[config.mk]
export PLATFORM = sky130hd
export DESIGN_NAME = uart_tx_cfg
export DESIGN_NICKNAME = d
export VERILOG_FILES = /design/src/rtl/uart_tx_cfg.sv
export SDC_FILE = /design/constraint.sdc
export NUM_CORES = 1
export LEC_CHECK = 0
export ABC_AREA = 1
export BUFFER_PORTS_ARGS = -buffer_cell sky130_fd_sc_hd__buf_2
export CORE_ASPECT_RATIO = 0.9
export CORE_MARGIN = 4
export CORE_UTILIZATION = 25
export CTS_CLUSTER_SIZE = 30
export DETAILED_ROUTE_END_ITERATION = 8
export SETUP_SLACK_MARGIN = 0.02
export SLEW_MARGIN = 0
export SYNTH_ARGS = -nofsm -noshare
export SYNTH_HDL_FRONTEND = slang
export SYNTH_SLANG_ARGS = --single-unit
[constraint.sdc]
create_clock -name i_Clock -period 2.3 [get_ports i_Clock]
set_input_delay 0.46 -clock i_Clock [delete_from_list [all_inputs] [get_ports i_Clock]]
set_output_delay 0.46 -clock i_Clock [all_outputs]
set_load 0.02 [all_outputs]
[src/rtl/uart_tx_cfg.sv]
// ---------------------------------------------------------------------------
// uart_tx_cfg
//   Parametrised UART transmitter with valid/ready handshake. Frame format
//   is start bit, DATA_BITS data bits (LSB first), optional parity bit and
//   one or two stop bits. The clocks-per-bit divisor, parity mode and stop
//   count are sampled together with the payload when a frame is accepted.
//
//   Optional feature macro: UART_TX_BREAK_EN
//     When defined, adds i_Break. From IDLE a break holds the line low for
//     as long as i_Break stays high, then drives one bit time of idle-high
//     before the block becomes ready again.
//
// Parameters
//   DATA_BITS   data bits per frame (5..9)
//   CLK_DIV_W   width of the clocks-per-bit divisor
//
// Ports
//   i_Clock         system clock, rising edge
//   i_Rst_n         asynchronous active-low reset
//   i_Tx_Valid      frame request (payload and configuration valid)
//   o_Tx_Ready      block accepts a frame this cycle
//   i_Tx_Data       frame payload
//   i_Clks_Per_Bit  clocks per bit, 0 behaves as 1
//   i_Parity_Mode   00 none, 01 even, 10 odd, 11 none
//   i_Stop_Bits2    0: one stop bit, 1: two stop bits
//   i_Break         (UART_TX_BREAK_EN only) request a line break
//   o_Tx_Serial     registered serial line, idle high
//   o_Tx_Active     high from the first start-bit cycle to the last stop-bit cycle
//   o_Tx_Done       one-cycle pulse on the final cycle of a frame
//   o_Bit_Index     index of the data bit on the line, 0 outside the data bits
// ---------------------------------------------------------------------------
module uart_tx_cfg #(
  parameter int DATA_BITS = 8,
  parameter int CLK_DIV_W = 16
) (
  input  logic                 i_Clock,
  input  logic                 i_Rst_n,
  input  logic                 i_Tx_Valid,
  output logic                 o_Tx_Ready,
  input  logic [DATA_BITS-1:0] i_Tx_Data,
  input  logic [CLK_DIV_W-1:0] i_Clks_Per_Bit,
  input  logic [1:0]           i_Parity_Mode,
  input  logic                 i_Stop_Bits2,
`ifdef UART_TX_BREAK_EN
  input  logic                 i_Break,
`endif
  output logic                 o_Tx_Serial,
  output logic                 o_Tx_Active,
  output logic                 o_Tx_Done,
  output logic [3:0]           o_Bit_Index
);

  localparam logic [3:0] LAST_BIT = 4'(DATA_BITS - 1);

  typedef enum logic [2:0] {
    S_IDLE,
    S_START,
    S_DATA,
    S_PARITY,
    S_STOP
`ifdef UART_TX_BREAK_EN
    , S_BREAK,
    S_BRK_REC
`endif
  } state_t;

  // The bit counter compares against N-1; a divisor of 0 collapses to 1 clk/bit.
  function automatic logic [CLK_DIV_W-1:0] div_to_last(input logic [CLK_DIV_W-1:0] div);
    return (div == '0) ? '0 : div - CLK_DIV_W'(1);
  endfunction

  state_t                 state_q, state_d;
  logic [CLK_DIV_W-1:0]   cnt_q, cnt_d;
  logic [CLK_DIV_W-1:0]   last_q, last_d;
  logic [3:0]             bit_q, bit_d;
  logic                   stop_q, stop_d;
  logic                   par_en_q, par_en_d;
  logic                   stop2_q, stop2_d;
  logic                   serial_q, serial_d;
  logic [DATA_BITS-1:0]   shift_q, shift_d;
  logic                   par_q, par_d;
  logic                   bit_end;
  logic                   brk_req;

  assign bit_end = (cnt_q == last_q);

`ifdef UART_TX_BREAK_EN
  assign brk_req = i_Break;
`else
  assign brk_req = 1'b0;
`endif

  // ---- state register -----------------------------------------------------
  always_ff @(posedge i_Clock or negedge i_Rst_n) begin
    if (!i_Rst_n) begin
      state_q  <= S_IDLE;
      cnt_q    <= '0;
      last_q   <= '0;
      bit_q    <= '0;
      stop_q   <= 1'b0;
      par_en_q <= 1'b0;
      stop2_q  <= 1'b0;
      serial_q <= 1'b1;
    end else begin
      state_q  <= state_d;
      cnt_q    <= cnt_d;
      last_q   <= last_d;
      bit_q    <= bit_d;
      stop_q   <= stop_d;
      par_en_q <= par_en_d;
      stop2_q  <= stop2_d;
      serial_q <= serial_d;
    end
  end

  // Payload and parity are only read after an accept, so they carry no reset.
  always_ff @(posedge i_Clock) begin
    shift_q <= shift_d;
    par_q   <= par_d;
  end

  // ---- next-state logic ---------------------------------------------------
  always_comb begin
    state_d  = state_q;
    cnt_d    = cnt_q;
    last_d   = last_q;
    bit_d    = bit_q;
    stop_d   = stop_q;
    par_en_d = par_en_q;
    stop2_d  = stop2_q;
    shift_d  = shift_q;
    par_d    = par_q;

    case (state_q)
      S_IDLE: begin
        cnt_d  = '0;
        bit_d  = '0;
        stop_d = 1'b0;
        if (brk_req) begin
`ifdef UART_TX_BREAK_EN
          state_d = S_BREAK;
`endif
        end else if (i_Tx_Valid) begin
          state_d  = S_START;
          last_d   = div_to_last(i_Clks_Per_Bit);
          shift_d  = i_Tx_Data;
          par_en_d = (i_Parity_Mode == 2'b01) || (i_Parity_Mode == 2'b10);
          par_d    = (^i_Tx_Data) ^ (i_Parity_Mode == 2'b10);
          stop2_d  = i_Stop_Bits2;
        end
      end

      S_START: begin
        if (bit_end) begin
          cnt_d   = '0;
          bit_d   = '0;
          state_d = S_DATA;
        end else begin
          cnt_d = cnt_q + CLK_DIV_W'(1);
        end
      end

      S_DATA: begin
        if (bit_end) begin
          cnt_d = '0;
          if (bit_q == LAST_BIT) begin
            bit_d   = '0;
            state_d = par_en_q ? S_PARITY : S_STOP;
          end else begin
            bit_d   = bit_q + 4'd1;
            shift_d = shift_q >> 1;
          end
        end else begin
          cnt_d = cnt_q + CLK_DIV_W'(1);
        end
      end

      S_PARITY: begin
        if (bit_end) begin
          cnt_d   = '0;
          state_d = S_STOP;
        end else begin
          cnt_d = cnt_q + CLK_DIV_W'(1);
        end
      end

      S_STOP: begin
        if (bit_end) begin
          cnt_d = '0;
          if (stop2_q && !stop_q) begin
            stop_d = 1'b1;
          end else begin
            stop_d  = 1'b0;
            state_d = S_IDLE;
          end
        end else begin
          cnt_d = cnt_q + CLK_DIV_W'(1);
        end
      end

`ifdef UART_TX_BREAK_EN
      S_BREAK: begin
        cnt_d = '0;
        // The recovery bit time uses whatever divisor is presented at release.
        if (!i_Break) begin
          state_d = S_BRK_REC;
          last_d  = div_to_last(i_Clks_Per_Bit);
        end
      end

      S_BRK_REC: begin
        if (bit_end) begin
          cnt_d   = '0;
          state_d = S_IDLE;
        end else begin
          cnt_d = cnt_q + CLK_DIV_W'(1);
        end
      end
`endif

      default: begin
        state_d = S_IDLE;
        cnt_d   = '0;
        bit_d   = '0;
        stop_d  = 1'b0;
      end
    endcase

    // The line is registered from the upcoming state so it changes on the
    // same edge as the state itself.
    case (state_d)
      S_START:  serial_d = 1'b0;
      S_DATA:   serial_d = shift_d[0];
      S_PARITY: serial_d = par_d;
`ifdef UART_TX_BREAK_EN
      S_BREAK:  serial_d = 1'b0;
`endif
      default:  serial_d = 1'b1;
    endcase
  end

  // ---- outputs ------------------------------------------------------------
  always_comb begin
    o_Tx_Serial = serial_q;
    o_Tx_Ready  = (state_q == S_IDLE) && !brk_req && i_Rst_n;
    o_Tx_Active = (state_q == S_START) || (state_q == S_DATA) ||
                  (state_q == S_PARITY) || (state_q == S_STOP);
    o_Tx_Done   = (state_q == S_STOP) && bit_end && (!stop2_q || stop_q);
    o_Bit_Index = (state_q == S_DATA) ? bit_q : 4'd0;
  end

endmodule

==> results_dict.tcl, run 1 <==
set metrics [dict create \
    grt.overflow.total 0 \
    die_w_um 126 \
    max-cap-violations 0 \
    cp-startpoint "cnt_q[0]" \
    power_frac_comb_pct 6.2 \
    synthDistinctLibCells 44 \
    r2r-end "shift_q[7]" \
    wire_per_inst_um 11.7 \
    cp_slowest_cell "dfrtp_1" \
    clock_tree.buffer_depth 2 \
    via_per_inst 4.50 \
    critPathKind "reg2out" \
    seqPwrFrac_pct 50.3 \
    synth.avg_cell_area_um2 7.68 \
    tns_ns 0 \
    synth_top_area_cell "dfrtp_1" \
    cts_sinks 52 \
    syn_nets 445 \
    hpwlAfterDp_um 5600 \
    r2r_cells 8 \
    fin_util_pct 30.5 \
    p_leak_nw 1.74 \
    first_iter_violations 132 \
    wl_um 7240 \
    worst_setup_path_end_kind "output pin" \
    crit_chain "inv_1, nand2_1, a21oi_1, nand2_1, nor2_4, nand2_2, nor4_2, buf_2" \
    die_height_um 115 \
    worst_pin_slew_ns 0.577 \
    clk_pin_slew_worst_paths_ns 0.07 \
    timing.rr.start "cnt_q[0]" \
    fin_crit_ns 2.12 \
    crit_required_ns 1.84 \
    cp.arrival_ns 1.66 \
    cts_max_level 2 \
    swShare_pct 21.8 \
    rsz0062_at_grt "no" \
    r2r_slack_ns 0.42 \
    cts-root-buf "clkbuf_16" \
    drive_gt1_share_pct 21.0 \
    synth_area_um2 3160 \
    setup_viol 0 \
    synthToLayoutAreaGrowth_pct 18.2 \
    ys_ff_latch 52 \
    multi_input_area_um2 1540 \
    start_util_pct 25.8 \
    drtAntennaViolNets 0 \
    skew_ns 0.00540 \
    relSlewSlack_pct 61.3 \
    holdCritPathClass "in2async" \
    slew_viol_final 0 \
    globalplace.congestion 0.871 \
    status "complete, no violations" \
    crit_buf_inv 2 \
    powerDensity_nw_per_um2 495 \
    synth_top_cell_area_share_pct 33.3 \
    die_area_um2 14500 \
    synth_cells 411 \
    core_um2 12200 \
    internal_power_mw 1.44 \
    start_kind "flip-flop" \
    mostFrequentLayoutCell "nand2_1" \
    fin_crit_sh_pct 92.1 \
    crit_fanout 4 \
    slowest_delay_ns 0.42 \
    peakVddDrop_uv 277 \
    io_pins 38 \
    first_pass_iters 4 \
    grt_pass1_vias 2597 \
    nFillCells 1303 \
    ys_top_cells_by_area "dfrtp_1 (33%), nand2_1 (11%), edfxtp_1 (6.7%)" \
    fmax_mhz 472 \
    yosysSeqAreaShare_pct 42.1 \
    place_ws_ns 0.218 \
    io_buffers 37 \
    grt_pass1_wl_um 12000 \
    cts_buffers 5 \
    nets 491 \
    fin_hold_ws_ns 0.314 \
    cts_tree "yes" \
    num_vias 2784 \
    synth_warnings 0 \
    layout_common_cells "nand2_1 (96), nor2_1 (51), inv_1 (51)" \
    drc 0 \
    pwr-share-clk_pct 43.5 \
    finalHoldViolations 0 \
    grt_usage_pct 9.95 \
    p_switching_mw 0.403 \
    crit_family "simple AND/OR/NAND/NOR gates" \
    placed_area_um2 3530 \
    final_area_um2 3730 \
    worst_path_most_repeated_cell "nand2_1" \
    clock_latency_ns 0.29 \
    grt_max_degree 44 \
    seq_area_um2 1330 \
    hold_buffers 0 \
    layout_setup_ws_ns 0.182 \
    antenna_found_initial 0 \
    rows 38 \
    n_antenna_cell 0 \
]
[final cells by class]
class | count | share of cell area (%)
well taps | 160 | 5.37
inverters | 66 | 6.81
clock inverters | 2 | 0.335
multi-input cells | 287 | 41.2
repair buffers | 45 | 6.57
flip-flops and latches | 52 | 35.7
clock buffers | 6 | 4.03
[worst max-delay path by stage]
stage                            end  depth (start not counted)
after floorplan            o_Tx_Done                          9
after global placement    last_q[13]                         11
after detailed placement  last_q[13]                         11
after CTS                  o_Tx_Done                          9
after global routing       o_Tx_Done                          9
final                      o_Tx_Done                          8
[synthesized netlist by cell type, drive strengths merged]
cell	number
nand2	103
inv	64
nor2	59
dfrtp	42
nand3	22
xor2	15
o22ai	13
o21ai	12
nor3	11
a21oi	9
xnor2	9
edfxtp	7
a22o	5
nand4	5
nor4	5
buf	4
ha	4
nor3b	3
a22oi	2
clkbuf	2
clkinv	2
dfxtp	2
nand3b	2
o32ai	2
or2	2
a21boi	1
a21o	1
a31oi	1
a32o	1
dfstp	1
[sequential cells by signal, indices dropped and copies added (netlist names)]
signal / count
stop2_q: 1
shift_q: 8
state_q: 3
last_q: 16
cnt_q: 16
o_Tx_Serial: 1
stop_q: 1
par_en_q: 1
par_q: 1
bit_q: 4
[what timing repair did]
action | 4_1_cts | 5_1_grt
setup buffers | 0 | 4
setup endpoints to repair | 1 | 1
pin swaps | 0 | 2
resized for setup | 1 | 2
gates cloned | 0 | 0
[worst reg2reg max path, cell delays in order, from the launching register on]
cell and delay, ns:
dfrtp_1 0.42, inv_1 0.10, nand2_1 0.05, a21oi_1 0.13
nand2_1 0.11, nor2_4 0.14, buf_4 0.13, nand3_1 0.17
nand2_1 0.31
[per-layer routing]
metal	wire length [µm]	GRT usage [%]	vias to the layer above
met5	0	0	-
met4	105	3.29	0
met3	321	1.91	6
met2	3150	15.5	75
met1	3660	13.9	1292
li1	-	-	1411
[stage by stage]
stage / cells / power [mW]
3_3_place_gp: 606 / 1.06
5_1_grt: 618 / 1.92
2_1_floorplan: 411 / 0.998
6_report: 618 / 1.85
4_1_cts: 614 / 1.87
3_5_place_dp: 606 / 1.06
[power groups by stage]
stage / Combinational (mW) / Clock, mW / Sequential (mW)
after floorplan: 0.0509 / 0 / 0.947
after global placement: 0.115 / 0 / 0.947
after detailed placement: 0.118 / 0 / 0.947
after CTS: 0.118 / 0.824 / 0.928
after global routing: 0.133 / 0.864 / 0.928
final: 0.115 / 0.802 / 0.928
[kinds of logic after synthesis]
kind of cell,Yosys count,share of synthesized area [%]
and+or+nand+nor,212,30.1
adders and majority gates,4,1.59
DFF,52,42.1
xor gates and xnor gates,24,6.66
buffers and inverters,72,9.40
AOI/OAI and AO/OA,47,10.2
Power figures use the tool's default switching activity.
==> inputs of run 2 (changes only) <==
Settings changed: CORE_UTILIZATION 25 to 30.
==> run 2 against run 1 <==
  * Clock skew rose by 0.0032 ns
  * Cell count fell by 5.3%
  * Worst hold slack improved by 0.020 ns
  * Via count fell by 2.4%
  * Sequential share of layout area rose by 0.47 points
  * First-iteration DRC count rose by 29%
  * Final area fell by 1.3%
  * Sequential power barely moved
  * Critical path type unchanged
  * Critical endpoint unchanged
  * Highest routed layer unchanged
==> results_dict.tcl, run 2 (same netlist as run 1, synthesis figures left out) <==
set metrics [dict create \
    first_iter_violations 170 \
    synthToLayoutAreaGrowth_pct 16.7 \
    fin_hold_ws_ns 0.334 \
    pwr-share-clk_pct 45.2 \
    fmax_mhz 474 \
    globalplace.congestion 0.812 \
    clk_pin_slew_worst_paths_ns 0.07 \
    top_regs "cnt_q x16, last_q x16, shift_q x8" \
    swShare_pct 21.5 \
    rsz0062_at_grt "no" \
    tns_ns 0 \
    via_per_inst 4.64 \
    r2r_slack_ns 0.38 \
    finalPower_mw 1.90 \
    grt_usage_pct 11.7 \
    antenna_found_initial 0 \
    die_area_um2 12200 \
    start_kind "flip-flop" \
    finalHoldViolations 0 \
    cts_sinks 52 \
    nets 489 \
    final_area_um2 3680 \
    drc 0 \
    critPathKind "reg2out" \
    max-cap-violations 0 \
    clock_latency_ns 0.29 \
    cts-root-buf "clkbuf_16" \
    wire_per_inst_um 12.1 \
    grt_pass1_vias 2542 \
    drive_gt1_share_pct 20.4 \
    io_pins 38 \
    worst_setup_path_end_kind "output pin" \
    core_um2 10200 \
    crit_required_ns 1.84 \
    crit_fanout 4 \
    drtAntennaViolNets 0 \
    skew_ns 0.00857 \
    slew_viol_final 0 \
    cts_max_level 2 \
    cp.arrival_ns 1.65 \
    hpwlAfterDp_um 5340 \
    place_ws_ns 0.192 \
    p_switching_mw 0.409 \
    wl_um 7050 \
    hold_buffers 0 \
    cts_buffers 5 \
    n_antenna_cell 0 \
    timing.rr.start "cnt_q[9]" \
    fin_util_pct 35.9 \
    cts_tree "yes" \
    die_w_um 116 \
    powerDensity_nw_per_um2 517 \
    fin_crit_sh_pct 91.7 \
    clock_tree.buffer_depth 2 \
    layout_common_cells "nand2_1 (96), nor2_1 (51), inv_1 (51)" \
    fin_crit_ns 2.11 \
    layout_setup_ws_ns 0.192 \
    peakVddDrop_uv 250 \
    status "complete, no violations" \
    worst_pin_slew_ns 0.591 \
    internal_power_mw 1.49 \
    p_leak_nw 1.73 \
    seqPwrFrac_pct 48.8 \
    first_pass_iters 4 \
    mostFrequentLayoutCell "nand2_1" \
    grt_pass1_wl_um 11700 \
    relSlewSlack_pct 60.3 \
    stdcell_count 585 \
    die_height_um 105 \
    place_inst 575 \
    grt_max_degree 44 \
    r2r_cells 9 \
    power_frac_comb_pct 6.0 \
    holdCritPathClass "in2async" \
    r2r-end "shift_q[5]" \
    io_buffers 37 \
    num_vias 2717 \
    rows 35 \
    placed_area_um2 3490 \
    setup_viol 0 \
    grt.overflow.total 0 \
    start_util_pct 30.8 \
]
[run 2: area by class of cell]
| type | count | area [µm²] |
|---|---|---|
| clock buffers | 6 | 129 |
| clock inverters | 2 | 38.8 |
| fillers | 1095 | 6570 |
| inverters | 66 | 254 |
| multi-input cells | 287 | 1540 |
| flip-flops and latches | 52 | 1330 |
| well taps | 129 | 161 |
| repair buffers | 43 | 230 |
[run 2: what timing repair did]
action / in CTS / in global routing
setup endpoints to repair: 0 / 1
endpoints found under the hold margin: 0 / 0
setup buffers: 0 / 2
gates resized for setup: 0 / 3
[run 2: how the worst max path moves through the flow]
stage | slack [ns] | from | depth (start not counted) | endpoint
after floorplan | 0.14 | cnt_q[13] | 9 | o_Tx_Done
after global placement | 0.22 | i_Clks_Per_Bit[0] | 11 | last_q[13]
after detailed placement | 0.19 | i_Clks_Per_Bit[0] | 11 | last_q[13]
after CTS | 0.07 | cnt_q[8] | 9 | o_Tx_Done
after global routing | 0.04 | cnt_q[0] | 8 | o_Tx_Done
final | 0.19 | cnt_q[9] | 9 | o_Tx_Done
[run 2: power groups by stage]
stage | logic, mW | clock network (mW) | registers, mW
finish | 0.115 | 0.859 | 0.928
global route | 0.131 | 0.906 | 0.928
CTS | 0.117 | 0.880 | 0.928
detailed placement | 0.117 | 0 | 0.947
global placement | 0.115 | 0 | 0.947
floorplan | 0.0509 | 0 | 0.947
[run 2: worst max-delay path, cell delays in order, from the launching register on]
cell and delay (ns):
dfrtp_1 0.42, inv_1 0.12, nand2_1 0.07, nand2_1 0.05
nor2_2 0.09, nand2_2 0.07, nor2_4 0.14, nand2_2 0.08
nor4_2 0.12, buf_2 0.21
[run 2: layer usage]
layer	GRT usage [%]	part of all wire [%]	vias to the layer above
met5	0	0	-
met2	17.5	43	58
li1	-	-	1416
met4	3.40	1.2	0
met3	2.30	3.5	7
met1	17.1	52	1236
==> inputs of run 3 (changes only) <==
Settings changed: CTS_BUF_LIST set to sky130_fd_sc_hd__clkbuf_16.
==> run 3 against run 2 <==
  * Critical path depth unchanged
  * Final area unchanged
  * Register-to-register slack about the same
  * Via count increased by 0.22%
  * Sequential share of layout area unchanged
  * Die area unchanged
  * Global-route usage unchanged
  * Clock skew about the same
  * Setup slack got worse by 0.00095 ns
  * Largest power group unchanged
==> results_dict.tcl, run 3 (same netlist as run 1, synthesis figures left out) <==
set metrics [dict create \
    synthToLayoutAreaGrowth_pct 16.7 \
    num_vias 2723 \
    mostFrequentLayoutCell "nand2_1" \
    clock_tree.buffer_depth 2 \
    start_kind "flip-flop" \
    fin_crit_ns 2.11 \
    core_um2 10200 \
    wl_um 7050 \
    grt_pass1_wl_um 11700 \
    hold_buffers 0 \
    slew_viol_final 0 \
    io_buffers 37 \
    hpwlAfterDp_um 5340 \
    rows 35 \
    drc 0 \
    start_util_pct 30.8 \
    drive_gt1_share_pct 20.4 \
    max-cap-violations 0 \
    cts_sinks 52 \
    clk_pin_slew_worst_paths_ns 0.07 \
    p_leak_nw 1.74 \
    fmax_mhz 474 \
    cp.arrival_ns 1.65 \
    fin_hold_ws_ns 0.333 \
    via_per_inst 4.65 \
    cts_max_level 2 \
    setup_viol 0 \
    crit_fanout 4 \
    cts_buffers 5 \
    skew_ns 0.00857 \
    cts-root-buf "clkbuf_16" \
    first_iter_violations 171 \
    wire_per_inst_um 12.1 \
    relSlewSlack_pct 60.2 \
    stdcell_count 585 \
    powerDensity_nw_per_um2 516 \
    multi_input_area_um2 1540 \
    die_w_um 116 \
    finalHoldViolations 0 \
    nFillCells 1095 \
    tns_ns 0 \
    crit_required_ns 1.84 \
    peakVddDrop_uv 250 \
    drtAntennaViolNets 0 \
    die_height_um 105 \
    cts_tree "yes" \
    nets 489 \
    worst_pin_slew_ns 0.593 \
    fin_crit_sh_pct 91.7 \
    status "complete, no violations" \
    first_pass_iters 4 \
    grt_usage_pct 11.7 \
    clock_latency_ns 0.29 \
    io_pins 38 \
    die_area_um2 12200 \
    critPathKind "reg2out" \
    top_regs "cnt_q x16, last_q x16, shift_q x8" \
    layout_common_cells "nand2_1 (96), inv_1 (52), nor2_1 (51)" \
    place_inst 575 \
    globalplace.congestion 0.812 \
    grt_max_degree 44 \
    antenna_found_initial 0 \
    rsz0062_at_grt "no" \
    r2r_cells 9 \
    grt.overflow.total 0 \
    holdCritPathClass "in2async" \
    seq_area_um2 1330 \
    worst_setup_path_end_kind "output pin" \
    n_antenna_cell 0 \
    grt_pass1_vias 2542 \
]
run 3: changes by cell type in the layout (fill, tap and decap cells not counted):
cell,delta
inv_1,+1
clkbuf_1,-1
run 3: timing repair:
item / CTS / global route
resized for setup: 0 / 3
setup endpoints to repair: 0 / 1
buffers inserted: 0 / 2
run 3: final timing paths:
path                              startpoint    endpoint  slack, ns
setup / recovery                    cnt_q[9]   o_Tx_Done       0.19
hold / removal                       i_Rst_n    cnt_q[4]       0.33
setup reg to reg                    cnt_q[9]  shift_q[5]       0.38
hold reg to reg                     par_en_q    par_en_q       0.49
max in group asynchronous            i_Rst_n    cnt_q[8]       1.56
min in group i_Clock       i_Clks_Per_Bit[0]   last_q[0]       0.37
run 3: cell type report:
cell class / instances / area share, %
Clock buffer: 5 / 3.40
Clock inverter: 3 / 1.16
Inverter: 66 / 6.90
Multi-Input combinational cell: 287 / 41.8
Sequential cell: 52 / 36.1
Tap cell: 129 / 4.38
Timing Repair Buffer: 43 / 6.25
run 3: through the flow:
step	area (µm²)	total power [mW]	utilization (%)	setup slack [ns]
after floorplan	3160	0.998	-	0.139
after global placement	3490	1.06	34.1	0.225
after detailed placement	3490	1.06	34.1	0.192
after CTS	3660	1.92	35.7	0.0722
after global routing	3680	1.96	35.9	0.0409
final	3680	1.90	35.9	0.191
run 3: routing by layer:
layer  vias to the layer above  GRT usage (%)  part of all wire, %  wire (µm)
li1                       1415              -                    -          -
met1                      1241           17.1                   52       3660
met2                        60           17.5                   43       3060
met3                         7           2.30                  3.6        253
met4                         0           3.40                  1.2         82
met5                         -              0                    0          0
run 3: worst max-delay path, stage by stage, from the launching register on:
cell and delay (ns):
dfrtp_1 0.42, inv_1 0.12, nand2_1 0.07, nand2_1 0.05, nor2_2 0.09, nand2_2 0.07
nor2_4 0.14, nand2_2 0.08, nor4_2 0.12, buf_2 0.21
run 3: power breakdown:
group | leakage [nW] | total (mW) | internal [mW] | switching (mW)
clock | 0.0856 | 0.856 | 0.514 | 0.342
combinational | 1.09 | 0.115 | 0.0469 | 0.0682
sequential | 0.556 | 0.928 | 0.928 | 0
